`config.mk`:
```
export PLATFORM = sky130hd
export DESIGN_NAME = shift_reg_engine
export DESIGN_NICKNAME = d
export VERILOG_FILES = /design/src/rtl/shift_reg_engine.sv
export SDC_FILE = /design/constraint.sdc
export NUM_CORES = 1
export LEC_CHECK = 0
export CAP_MARGIN = 10
export CORE_AREA = 2 2 85 87
export CTS_CLUSTER_SIZE = 10
export DETAILED_ROUTE_END_ITERATION = 12
export DIE_AREA = 0 0 87 89
export GPL_TIMING_DRIVEN = 0
export PLACE_DENSITY = 0.52
export SYNTH_ARGS = -nofsm -noshare
export SYNTH_HDL_FRONTEND = slang
export SYNTH_SLANG_ARGS = --single-unit
```
`constraint.sdc`:
```
create_clock -name Clk -period 2.3 [get_ports Clk]
set_clock_uncertainty 0.2 [all_clocks]
set_input_delay 0.46 -clock Clk [delete_from_list [all_inputs] [get_ports Clk]]
set_output_delay 0.46 -clock Clk [all_outputs]
set_load 0.03 [all_outputs]
```
`src/rtl/shift_reg_engine.sv`:
```
// shift_reg_engine
//   Parametrised shift register with parallel load, selectable direction and
//   fill mode, and an autonomous engine that runs Count shifts from a single
//   Start pulse.
//
// Ports
//   Clk        clock, all state on rising edge
//   Reset      synchronous, active-high reset
//   Load       parallel load of D (aborts a run in progress, no Done)
//   D          parallel load data
//   Shift_En   manual single shift, honoured only while idle
//   Dir        0 = shift right (toward bit 0), 1 = shift left
//   Mode       00 serial fill, 01 rotate, 10 arithmetic, 11 zero fill
//   Shift_In   serial input bit for Mode 00
//   Start      begin an auto run of Count shifts (ignored while Busy)
//   Count      number of shifts for the auto run
//   Busy       auto run in progress
//   Done       one-cycle pulse when an auto run completes
//   Shift_Out  bit that exits on the next shift
//   Data_Out   register contents
module shift_reg_engine #(
  parameter int unsigned WIDTH = 24,
  parameter int unsigned CNT_W = 5
) (
  input  logic             Clk,
  input  logic             Reset,
  input  logic             Load,
  input  logic [WIDTH-1:0] D,
  input  logic             Shift_En,
  input  logic             Dir,
  input  logic [1:0]       Mode,
  input  logic             Shift_In,
  input  logic             Start,
  input  logic [CNT_W-1:0] Count,
  output logic             Busy,
  output logic             Done,
  output logic             Shift_Out,
  output logic [WIDTH-1:0] Data_Out
);

  typedef enum logic {
    IDLE = 1'b0,
    RUN  = 1'b1
  } state_t;

  state_t           state;
  logic [WIDTH-1:0] data_q;
  logic [CNT_W-1:0] cnt_q;
  logic             dir_q;
  logic [1:0]       mode_q;
  logic             done_q;

  // One shift step. Arithmetic mode only sign-extends when shifting right;
  // shifting left it behaves like zero fill.
  function automatic logic [WIDTH-1:0] shift_step(
    input logic [WIDTH-1:0] cur,
    input logic             dir,
    input logic [1:0]       mode,
    input logic             sin
  );
    logic fill;
    fill = 1'b0;
    if (!dir) begin
      case (mode)
        2'b00:   fill = sin;
        2'b01:   fill = cur[0];
        2'b10:   fill = cur[WIDTH-1];
        default: fill = 1'b0;
      endcase
      shift_step = {fill, cur[WIDTH-1:1]};
    end else begin
      case (mode)
        2'b00:   fill = sin;
        2'b01:   fill = cur[WIDTH-1];
        default: fill = 1'b0;
      endcase
      shift_step = {cur[WIDTH-2:0], fill};
    end
  endfunction

  always_ff @(posedge Clk) begin
    if (Reset) begin
      state  <= IDLE;
      data_q <= '0;
      cnt_q  <= '0;
      dir_q  <= 1'b0;
      mode_q <= '0;
      done_q <= 1'b0;
    end else begin
      done_q <= 1'b0;
      if (Load) begin
        // Load overrides everything and silently aborts any run.
        data_q <= D;
        state  <= IDLE;
        cnt_q  <= '0;
      end else if (state == IDLE && Start) begin
        if (Count != '0) begin
          dir_q  <= Dir;
          mode_q <= Mode;
          cnt_q  <= Count;
          state  <= RUN;
        end else begin
          done_q <= 1'b1;
        end
      end else if (state == RUN) begin
        data_q <= shift_step(data_q, dir_q, mode_q, Shift_In);
        cnt_q  <= cnt_q - 1'b1;
        if (cnt_q == CNT_W'(1)) begin
          state  <= IDLE;
          done_q <= 1'b1;
        end
      end else if (Shift_En) begin
        data_q <= shift_step(data_q, Dir, Mode, Shift_In);
      end
    end
  end

  assign Busy      = (state == RUN);
  assign Done      = done_q;
  assign Data_Out  = data_q;
  // During a run the exiting bit follows the latched direction.
  assign Shift_Out = ((state == RUN) ? dir_q : Dir) ? data_q[WIDTH-1] : data_q[0];

endmodule
```
---- Yosys cells after proc, flatten, opt, wreduce, memory -nomap -nowiden ----
Cells that the tools add are included.
storage, ports and cells
  flip-flop bits (word level) ............. 34
  bits of input ports ..................... 38
  output and inout bits ................... 27
  logic and storage cells ................. 53
cells by class
  add/subtract/negate cells ............... 1
  equality and inequality tests ........... 9
  multiplexer cells ....................... 23
  bitwise logic cells ..................... 2
  reduce and logical (&&, ||, !) cells .... 11
operator list
  kind                   number
  $mux W24               6
  $mux W5                3
  $mux W1                10
  $ne A4 B4 Y1 const B   2
  $pmux W1 S3            2
  $eq A5 B1 Y1 const B   1
  $reduce_bool A5 Y1     1
  $sub A5 B1 Y5 const B  1
  $eq A2 B1 Y1 const B   2
  $eq A2 B2 Y1 const B   2
  $logic_not A2 Y1       2
  $pmux W1 S2            2
  $reduce_and A2 Y1      2
  $reduce_and A4 Y1      1
  $reduce_and A3 Y1      1
  $reduce_bool A3 Y1     1
  $ne A2 B1 Y1 const B   1
  $ne A2 B2 Y1 const B   1
  $not A1 Y1             2
  $reduce_bool A2 Y1     1
  $reduce_or A2 Y1       1
  $logic_and A1 B1 Y1    1

---- Logic depth before layout (Yosys ltp) ----
  depth in word-level cells ............... 7
  mapped depth ............................ 6
  gate-level depth less buffers ........... 5

---- Least setup slack after synthesis ----
OpenSTA, ideal clock, no wires.
  path kind ............................... register to output
  from .................................... register state (netlist: Busy)
  to ...................................... output Shift_Out
  data arrival time ....................... 1.594 ns
  data required time ...................... 1.640 ns
  slack ................................... 0.046 ns
  cell stages (with the launch flop) ...... 5
  buffers on the path ..................... 2
  path through ............................ dfxtp_1 > buf_6 > mux2i_4 > buf_6 > mux2_2
on the way
  longest elaborated chain between the ends .. 2
ends and longest elaborated chain
  item                    RTL line  RTL
  start, declared         46        state_t state;
  start signal, assigned  83        state <= IDLE;
  start signal, assigned  94        state <= IDLE;
  start signal, assigned  101       state <= RUN;
  $mux W1 (2 in a row)    122       assign Shift_Out = ((state == RUN) ? dir_q : Dir) ? data_q[WIDTH-1] : data_q[0];
  end, declared           37        output logic Shift_Out,
Every way passes these cells.

---- Final worst setup path ----
Same ends and word-level chain as after synthesis.

==> results.md <==
Clock network:
- The largest buffer count on any clock path is 2.
- The number of buffers inserted during clock tree synthesis is 5.
- After clock tree synthesis, the flow added hold-fix buffers numbering 0.
- After clock tree synthesis, the clock-pin slew on the worst setup and hold paths is 0.07 ns.
- The clock tree from TritonCTS is done.
- The cell at the root of the clock tree is clkbuf_8.
- The maximum level of the CTS H-tree is 2.
- The clock drives 34 sinks.
- The clock network latency to the later pin of the worst-skew pair is 0.29 ns.

Route:
- The routed layout has 2,165 vias.
- The number of vias per cell is 5.440.
- After detailed routing, the average wire length per cell comes to 16.63 µm.
- The final layout contains routed wiring with a total length of 6618 µm.
- The count of nets left with antenna violations once routing finished came out at 0.
- After detailed routing, the number of remaining DRC violations is 0.
- The first detailed-routing pass took 5 iterations.
- After the first detailed-routing iteration, the DRC count stood at 103.

Global route:
- The first-pass GRT wire length is 10,390 µm.
- Global routing finished with a remaining overflow of 0.
- The via count of the first global-routing pass is 2,030.
- The initial antenna violation count is 0.
- The maximum number of pins on one net before global-route repair is 11.
- The aggregate global-route resource usage is 0.1716.

Die:
- The vertical die dimension is 89 µm.
- After floorplanning, the core was divided into 30 placement rows.
- The core region area is 6719 µm².
- The total die area is 7743 µm².
- The floorplan step set the die width to 87 µm.
- The initial cell density of the core is 0.2983.
- The top-level port count is 65.

Setup path:
- At the worst endpoint, the arrival time is 1.58 ns.
- Grouping stages by cell kind, the critical path spends the most delay in multiplexers.
- The worst setup path startpoint is Busy.
- The worst setup path is captured at an output port.
- For this run, the slowest stage of the critical path takes 0.34 ns.
- By instance count, the cell type seen most on the critical path is buf_6.
- The worst setup path is of the register to output port kind.
- The launching point of the worst reg2reg path is Busy.
- The critical-path maximum fanout is 2.
- The critical path goes through buf_6 -> mux2i_4 -> buf_6 -> mux2_2 -> buf_6.
- The endpoint required time on the critical path is 1.64 ns.
- STA classifies the critical path startpoint as a register.
- The buffers plus inverters on the worst setup path is 3.
- The slowest cell on the critical path is dfxtp_2.

Synth:
- After technology mapping, the gate count stands at 244.
- The number of warning messages in the yosys log is 0.
- Sorting the synthesized cells by how often they occur yields dfxtp_1, nand2_1, a211oi_1, nor2b_1.
- The cell taking the most area after synthesis is dfxtp_1.
- The leading cell type by number of instances after synthesis is dfxtp_1.
- Synthesis inferred 34 register bits.
- Of the synthesized area, sequential elements account for 0.3396.
- The proportion of register bits with asynchronous set or reset after synthesis is 0.
- The post-synthesis instance area is 2004 µm².
- Yosys attributes the largest share of cell area to dfxtp_1, a211oi_1, nor2b_1.
- The number of enable-type register cells in the synthesized netlist is 0.
- The distinct cell type count of the synthesized netlist is 38.
- The share of synthesized area in the top cell type comes to 0.3396.
- Dividing the synthesized area by the synthesized cell count gives 8.215 µm².
- The synthesized net count is 284.
- The most used flip-flop cell after synthesis is dfxtp_1.

STA:
- Dividing the final minimum period by the clock period gives 0.9751.
- Setup violations remaining at the end of the flow were counted as 0.
- Setup repair after global routing left no endpoint under its margin.
- After layout, the minimum clock period comes to 2.243 ns.
- The actual transition at the worst max-transition pin is 0.5061 ns.
- The post-layout worst setup margin is 0.05717 ns.
- The final count of hold timing violations came to 0.
- Based on the critical path, the design can be clocked at up to 0.4459 GHz.
- The number of pins exceeding their max-slew limit in the final report is 0.
- The max-slew headroom at the worst pin is 0.6626.

Place:
- The number of buffer cells added on primary ports is 64.
- Timing analysis after detailed placement gives a worst setup slack of -0.9147 ns.
- At the end of routability-driven placement, the weighted congestion stood at 0.7967.
- The placed instances occupy a cell area of 2745 µm².
- The HPWL after detailed placement is 4671 µm.

Layout:
- The summed area of non-filler cells in the final layout is 2882 µm².
- The area of the multi-input gates is 1194 µm².
- The layout filler cell count is 656.
- For this run, the post-layout net count is 358.
- The sequential cells in the finished layout cover a total of 681.9 µm².
- The area growth from synthesis to layout is 43.76%.
- 0 antenna diodes ended up in the layout.
- The fraction of final layout cells sized beyond drive strength 1 is 0.1069.

Pwr:
- The peak supply drop is 0.2446 mV.
- The total power after layout is 1.746 mW.
- In this run the static leakage power is 0.9979 nW.
- The power per cell area is 606.1 nW/µm².

Run:
- The number of maximum-capacitance constraint violations is 0.

Hold path:
- The min-delay analysis places its worst path in the category input port to register.
- The startpoint identified for the worst hold timing path is Dir.

Run status:
- The run finished with clean final reports.
==> worst paths after layout <==
check,depth (start not counted),endpoint,slack (ns)
worst max-delay path,5,Shift_Out,0.06
worst min-delay path,3,dir_q,0.33
worst max register to register,6,cnt_q[1],0.46
worst min register to register,2,cnt_q[3],0.33
==> worst register-to-register path: cells and delay by family (launching register included) <==
family | cells | cell delay [ns]
DFF | 1 | 0.33
and+or+nand+nor | 1 | 0.40
AOI/OAI and AO/OA | 3 | 0.55
buffers and inverters | 2 | 0.28
==> cells in the final DEF, fill, tap and decap left out, drive strengths merged, types with 4 or more instances in the layout <==
cell type / n
o31ai: 4
a211oi: 25
buf: 13
o22ai: 24
nand2: 26
nor2: 12
inv: 5
mux2i: 8
dfxtp: 34
clkbuf: 18
nor2b: 26
o21ai: 23
clkdlybuf4s50: 62
==> stage by stage <==
| step | instances | setup TNS (ns) | util | hold WS, ns |
|---|---|---|---|---|
| 6_report | 398 | 0 | 0.4289 | 0.3328 |
| 5_1_grt | 398 | 0 | 0.4289 | 0.3592 |
| 4_1_cts | 398 | 0 | 0.4281 | 0.3421 |
| 3_5_place_dp | 388 | -5.066 | 0.4086 | 0.3318 |
| 3_3_place_gp | 388 | -5.798 | 0.4086 | 0.3119 |
| 2_1_floorplan | 244 | 0 | - | 0.2837 |
==> power breakdown <==
group / internal (mW) / switching [mW]
registers: 0.632 / 0.0505
clock network: 0.347 / 0.238
logic: 0.228 / 0.251
total: 1.21 / 0.540
==> cell families (layout without fill, tap and decap cells) <==
family	count (synthesis)	count (layout)	share of synthesized area
compound gates	87	87	0.2890
buf+inv	25	99	0.06617
flops	34	34	0.3396
mux	10	10	0.05743
simple gates	86	86	0.2353
fa+ha+maj	2	2	0.01248
==> state kept, by name, indices dropped and copies added (netlist names) <==
name / flops
Busy: 1
Data_Out: 24
Done: 1
cnt_q: 5
dir_q: 1
mode_q: 2
==> per-layer routing <==
| metal | routed length, µm | track usage | vias to the layer above |
|---|---|---|---|
| li1 | - | - | 1052 |
| met1 | 3132 | 0.2399 | 1033 |
| met4 | 48 | 0.04688 | 0 |
| met3 | 432 | 0.04155 | 4 |
| met5 | 0 | 0 | - |
| met2 | 3005 | 0.2637 | 76 |
==> timing repair <==
action                     CTS  global route
hold endpoints to repair     0             0
setup buffers                3             0
gates resized for setup      7             7
setup endpoints to repair    1            11
==> final cells by class <==
cell class | count | share of cell area
Clock buffer | 6 | 0.02866
Sequential cell | 34 | 0.2366
Inverter | 5 | 0.006513
Timing Repair Buffer | 67 | 0.2288
Buffer | 20 | 0.03995
Tap cell | 80 | 0.03474
Multi-Input combinational cell | 185 | 0.4142
Clock inverter | 1 | 0.01042
No activity file was read; power rests on OpenSTA's default activity.
